## config.mk

```make
export PLATFORM = sky130hd
export DESIGN_NAME = m_kitchen_timer_multi
export DESIGN_NICKNAME = d
export VERILOG_FILES = /design/src/rtl/kt_pkg.sv /design/src/rtl/m_bcd_digit.sv /design/src/rtl/m_kitchen_timer_multi.sv
export SDC_FILE = /design/constraint.sdc
export NUM_CORES = 1
export LEC_CHECK = 0
export CAP_MARGIN = 0
export CORE_ASPECT_RATIO = 1.75
export CORE_MARGIN = 5
export CORE_UTILIZATION = 55
export DETAILED_ROUTE_END_ITERATION = 16
export GPL_ROUTABILITY_DRIVEN = 0
export HOLD_SLACK_MARGIN = 0.08
export MAX_ROUTING_LAYER = met4
export PLACE_DENSITY = 0.85
export SLEW_MARGIN = 10
export SYNTH_ARGS = -nofsm -noshare
export SYNTH_HDL_FRONTEND = slang
export SYNTH_SLANG_ARGS = --single-unit
```

## constraint.sdc

```tcl
create_clock -name clk -period 4.2 [get_ports clk]
set_clock_uncertainty 0.15 [all_clocks]
set_input_delay 0.42 -clock clk [delete_from_list [all_inputs] [get_ports clk]]
set_output_delay 0.42 -clock clk [all_outputs]
set_load 0.02 [all_outputs]
```

## src/rtl/kt_pkg.sv

```systemverilog
// Shared types and constants for the multi-digit kitchen timer.
// Time is held as a chain of BCD digits; the state encoding is fixed here.
package kt_pkg;

  typedef enum logic [1:0] {
    ST_SET   = 2'd0,
    ST_RUN   = 2'd1,
    ST_PAUSE = 2'd2,
    ST_ALARM = 2'd3
  } kt_state_t;

  localparam logic [3:0] DIG_MAX_UNITS    = 4'd9;
  localparam logic [3:0] DIG_MAX_SEC_TENS = 4'd5;

  // Bits needed to count 0..tick_div-1 (at least one bit).
  function automatic int presc_width(input int tick_div);
    return (tick_div <= 2) ? 1 : $clog2(tick_div);
  endfunction

endpackage

```

## src/rtl/m_bcd_digit.sv

```systemverilog
// One BCD digit with modulus MAXV+1, chained to its neighbours by carry
// (increment) and borrow (decrement) signals.
module m_bcd_digit #(
  parameter logic [3:0] MAXV = 4'd9
) (
  input  logic       clk,
  input  logic       rst,
  input  logic       clr,
  input  logic       load,
  input  logic [3:0] load_val,
  input  logic       inc,
  input  logic       dec,
  input  logic       cin,
  input  logic       bin,
  output logic [3:0] digit,
  output logic       cout,
  output logic       bout
);

  logic [3:0] digit_reg;

  always_ff @(posedge clk) begin
    if (rst || clr) begin
      digit_reg <= 4'd0;
    end else if (load) begin
      digit_reg <= load_val;
    end else if (inc && cin) begin
      digit_reg <= (digit_reg == MAXV) ? 4'd0 : digit_reg + 4'd1;
    end else if (dec && bin) begin
      digit_reg <= (digit_reg == 4'd0) ? MAXV : digit_reg - 4'd1;
    end
  end

  // A digit passes the carry/borrow on only when it is itself wrapping.
  assign cout  = cin && (digit_reg == MAXV);
  assign bout  = bin && (digit_reg == 4'd0);
  assign digit = digit_reg;

endmodule

```

## src/rtl/m_kitchen_timer_multi.sv

```systemverilog
// BCD MM:SS countdown timer with pause/resume, preset reload after the
// alarm and a bounded alarm length. Single clock, internal 1 s tick enable.
module m_kitchen_timer_multi
  import kt_pkg::*;
#(
  parameter int TICK_DIV   = 50000000,
  parameter int MIN_DIGITS = 2,
  parameter int ALARM_SEC  = 10
) (
  input  logic                    clk,
  input  logic                    rst,
  input  logic                    start_stop,
  input  logic                    clear,
  input  logic                    min_inc,
  input  logic                    sec_inc,
  output logic [4*MIN_DIGITS-1:0] min,
  output logic [7:0]              sec,
  output logic                    running,
  output logic                    paused,
  output logic                    alarm
);

  // Digit 0 = sec units, 1 = sec tens, 2.. = minute digits (LSD first).
  localparam int ND = MIN_DIGITS + 2;
  localparam int TW = 4 * ND;
  localparam int PW = presc_width(TICK_DIV);
  localparam int AW = (ALARM_SEC < 2) ? 1 : $clog2(ALARM_SEC);

  kt_state_t       state_reg, state_next;
  logic [PW-1:0]   presc_reg;
  logic [AW-1:0]   acnt_reg;
  logic [TW-1:0]   preset_reg;
  logic            running_reg, paused_reg, alarm_reg;

  logic [TW-1:0]   time_bus;
  logic [ND-1:0]   carry, borrow;
  logic            tick, acnt_last, time_nz, time_one;
  logic            dec_en, load_en, sec_inc_en, min_inc_en, capture;
  logic            presc_clr, presc_run, acnt_clr, acnt_inc;
  logic            unused_chain;

  assign tick      = (presc_reg == PW'(TICK_DIV - 1));
  assign acnt_last = (acnt_reg == AW'(ALARM_SEC - 1));
  assign time_nz   = |time_bus;
  assign time_one  = (time_bus == TW'(1));

  always_comb begin
    state_next = state_reg;
    dec_en     = 1'b0;
    load_en    = 1'b0;
    sec_inc_en = 1'b0;
    min_inc_en = 1'b0;
    capture    = 1'b0;
    presc_clr  = 1'b0;
    presc_run  = 1'b0;
    acnt_clr   = 1'b0;
    acnt_inc   = 1'b0;
    if (clear) begin
      state_next = ST_SET;
      presc_clr  = 1'b1;
    end else begin
      unique case (state_reg)
        ST_SET: begin
          if (start_stop) begin
            if (time_nz) begin
              capture    = 1'b1;
              presc_clr  = 1'b1;
              state_next = ST_RUN;
            end
          end else begin
            sec_inc_en = sec_inc;
            min_inc_en = min_inc;
          end
        end
        ST_RUN: begin
          if (start_stop) begin
            state_next = ST_PAUSE;
          end else begin
            presc_run = 1'b1;
            if (tick) begin
              dec_en = 1'b1;
              if (time_one) begin
                state_next = ST_ALARM;
                acnt_clr   = 1'b1;
              end
            end
          end
        end
        ST_PAUSE: begin
          if (start_stop) state_next = ST_RUN;
        end
        ST_ALARM: begin
          presc_run = 1'b1;
          if (start_stop || (tick && acnt_last)) begin
            load_en    = 1'b1;
            state_next = ST_SET;
          end else if (tick) begin
            acnt_inc = 1'b1;
          end
        end
        default: state_next = ST_SET;
      endcase
    end
  end

  always_ff @(posedge clk) begin
    if (rst) begin
      state_reg   <= ST_SET;
      presc_reg   <= '0;
      acnt_reg    <= '0;
      preset_reg  <= '0;
      running_reg <= 1'b0;
      paused_reg  <= 1'b0;
      alarm_reg   <= 1'b0;
    end else begin
      state_reg <= state_next;
      if (presc_clr)      presc_reg <= '0;
      else if (presc_run) presc_reg <= tick ? '0 : presc_reg + PW'(1);
      if (acnt_clr)       acnt_reg <= '0;
      else if (acnt_inc)  acnt_reg <= acnt_reg + AW'(1);
      if (capture)        preset_reg <= time_bus;
      running_reg <= (state_next == ST_RUN);
      paused_reg  <= (state_next == ST_PAUSE);
      alarm_reg   <= (state_next == ST_ALARM);
    end
  end

  // Increment chains restart at sec units and at the minute LSD so seconds
  // never carry into minutes; the decrement chain runs through all digits.
  genvar gi;
  for (gi = 0; gi < ND; gi++) begin : g_digit
    localparam logic [3:0] MAXV = (gi == 1) ? DIG_MAX_SEC_TENS : DIG_MAX_UNITS;
    logic cin_d, bin_d, inc_d;

    if (gi == 0 || gi == 2) begin : g_inc_head
      assign cin_d = 1'b1;
    end else begin : g_inc_link
      assign cin_d = carry[gi-1];
    end

    if (gi == 0) begin : g_dec_head
      assign bin_d = 1'b1;
    end else begin : g_dec_link
      assign bin_d = borrow[gi-1];
    end

    assign inc_d = (gi < 2) ? sec_inc_en : min_inc_en;

    m_bcd_digit #(.MAXV(MAXV)) u_digit (
      .clk      (clk),
      .rst      (rst),
      .clr      (clear),
      .load     (load_en),
      .load_val (preset_reg[4*gi +: 4]),
      .inc      (inc_d),
      .dec      (dec_en),
      .cin      (cin_d),
      .bin      (bin_d),
      .digit    (time_bus[4*gi +: 4]),
      .cout     (carry[gi]),
      .bout     (borrow[gi])
    );
  end

  assign unused_chain = &{1'b0, carry[1], carry[ND-1], borrow[ND-1]};

  assign min     = time_bus[TW-1:8];
  assign sec     = time_bus[7:0];
  assign running = running_reg;
  assign paused  = paused_reg;
  assign alarm   = alarm_reg;

endmodule

```

==> impl_metrics.toml <==
[floorplan]
initial_utilization_pct = 55.7
dieArea_mm2 = 0.00872
ioPinCount = 25
fp-row-count = 40
core_mm2 = 0.00681
die_h_um = 120
die_w_um = 72.8

[layout]
num_antenna_cells = 0
area_growth_pct = 12.6
final_area_mm2 = 0.00427
multi_input_area_mm2 = 0.00228
seq_area_mm2 = 0.00134
fillers = 621
largest_reg_flops = 26
drive_gt1_share_pct = 9.46
num-nets-final = 470

[logic_synthesis]
ys_seq_elements = 67
synth_top_area_share_pct = 35.4
ys_seq_area_share_pct = 35.4
synth_cell_types = 68
synth_ff_type = "dfxtp_1"
syn-num-nets = 463
synth_top_cell_by_area = "dfxtp_1"
synth_cells = 454
post_synth_main_area_contributors = "dfxtp_1 (35%), nor2_1 (6.3%), xor2_1 (4.9%)"
ys_warn_count = 0
async_flop_share_pct = 0
synth_area_mm2 = 0.00379
synth-edff-count = 0
syn_area_per_cell_um2 = 8.35

[sta]
rsz0062_at_grt = "false"
tightestPinTransition_ns = 1.03
fmax_mhz = 346
slew_violations = 0
whs_ns = 0.309
timing.final.crit_period_ns = 2.89
layout_setup_ws_ns = 1.31
slew_headroom_pct = 31.1
final-setup-viol-count = 0
fin_crit_sh_pct = 68.8
hold_violations = 0
tns_ns = 0

[clocking]
cts_setup_buffers = 0
cts_resized = 0
clk_path_buf_depth = 2
numCtsBuffers = 9
clkTransAtPathRegs_ns = 0.05
cts.htree.levels = 3
ctsHoldBuffers = 0
clock-sinks = 67
clk_latency_ns = 0.34
cts_tree = "built"
root_buffer = "clkbuf_16"

[outcome]
status = "finished, final reports clean"

[worst_setup_path]
critPathCaptureType = "flop"
path_cells = "nor4_2 -> nand3_1 -> nor3_1 -> or4_1 -> mux2i_1 -> nor2_1"
crit_type = "reg -> reg"
path_max_fanout = 16
timing.rr.start = "g_digit[2].u_digit.digit[0]"
crit_family = "simple AND/OR/NAND/NOR gates"
startpoint_type = "flop"
slowest_delay_ns = 0.80
worstPathRequired_ns = 4.24
cpMaxStageDelayCell = "or4_1"
worstSetupStartpoint = "g_digit[2].u_digit.digit[0]"
crit_buf_inv = 0
worstPathArrival_ns = 2.93

[route]
num_vias = 3320
vias_per_cell = 6.05
drt-total-wl_mm = 8.74
first_pass_iters = 5
drt-initial-drc-count = 131
final_antenna_net_count = 0
wire_per_inst_um = 15.9
drc_errors = 0

[placed_design]
placed_cell_area_mm2 = 0.00401
dp_hpwl_mm = 6.23
port_buffers = 24
dp_slack_ns = 1.18

[pwr]
pwr_density_cell_mw_per_mm2 = 321
ir_worst_vdd_mv = 0.323
leakage_nw = 1.53
p_total_w = 0.00137

[hold_path]
hp-class = "reg -> reg"
min_from = "preset_reg[15]"

[grt]
grt_max_degree = 26
grt_overflow = 0
grt_pass1_vias = 3213
antenna_found_initial = 0
gr-usage-all-layers_pct = 21.6
grt_pass1_wl_mm = 14.6

[run]
cap_viol_max_count = 0
## path summary, 6_finish.rpt
path,to,slack [ns],depth (start not counted)
worst max-delay path,preset_reg[6],1.31,6
worst min-delay path,g_digit[3].u_digit.digit[3],0.31,2
worst max register to register,preset_reg[6],1.31,6
worst min register to register,g_digit[3].u_digit.digit[3],0.31,2
## cells in the final DEF (no fill, tap or decap), types with 4 or more instances in the layout
cell,instances
mux2i_1,18
dfxtp_1,67
xor2_1,21
o21ai_0,21
clkbuf_16,9
nor3b_1,4
xnor2_1,13
or3_1,7
and4_1,4
a21oi_1,15
o211ai_1,5
nand2_1,38
nor2b_1,10
and3_1,9
nor2_1,64
nor3_1,18
nand2b_1,7
inv_1,5
clkdlybuf4s50_1,24
a211oi_1,7
nand3_1,16
nand4_1,7
## cell type report
class,count,area share [%]
timing repair buffer,26,5.98
multi-input combinational,352,53.5
sequential,67,31.4
tap,84,2.46
clock buffer,12,5.78
clock inverter,3,0.352
inverter,5,0.440
## layer usage
metal  share of wire (%)  GRT usage, %  vias up
li1                    -             -     1624
met1                  38          21.2     1591
met2                  54          38.0       76
met3                 4.5          5.03       29
met4                 3.8          12.1        0
met5                   0             -        -
## cell families after synthesis
logic type | count (synthesis) | share of synthesized area, %
buffers and inverters | 35 | 4.32
AO/OA/AOI/OAI | 77 | 13.8
XOR/XNOR | 34 | 7.86
multiplexers | 20 | 5.35
adder cells (fa/ha/maj) | 3 | 0.991
flip-flops | 67 | 35.4
AND/OR/NAND/NOR | 218 | 32.3
## metrics by stage
step | cells | utilization, %
floorplan | 454 | -
global placement | 534 | 58.8
detailed placement | 534 | 58.8
CTS | 549 | 62.7
global route | 549 | 62.7
finish | 549 | 62.7
## where the power goes
part           switching, W  internal, W  total [W]
Clock              0.000258     0.000408   0.000667
Combinational     0.0000373    0.0000231  0.0000604
Sequential       0.00000472     0.000638   0.000643
Total              0.000300      0.00107    0.00137
## worst register-to-register path: cells and delay by family, from the launching register on
kind	cells	cell delay [ns]
AND/OR/NAND/NOR	5	1.86
flip-flops	1	0.46
multiplexers	1	0.28
## synthesized netlist by cell type (all sizes together) (2+ instances only)
cell type,n
xor2,21
and4,4
and3,9
nor4b,3
a32oi,3
a211oi,7
nand4,10
nor4,8
o31a,2
xnor2,13
or2,3
nand2,38
a21o,4
nor2,65
mux2,2
or3,11
nand3,17
a31oi,3
nor3b,4
o211ai,5
a21oi,15
buf,15
o21ai,24
nand2b,7
nor2b,10
and2,3
mux2i,18
inv,5
clkbuf,15
dfxtp,67
nor3,20
ha,3
Note: power is estimated with default switching activity, not from simulation.
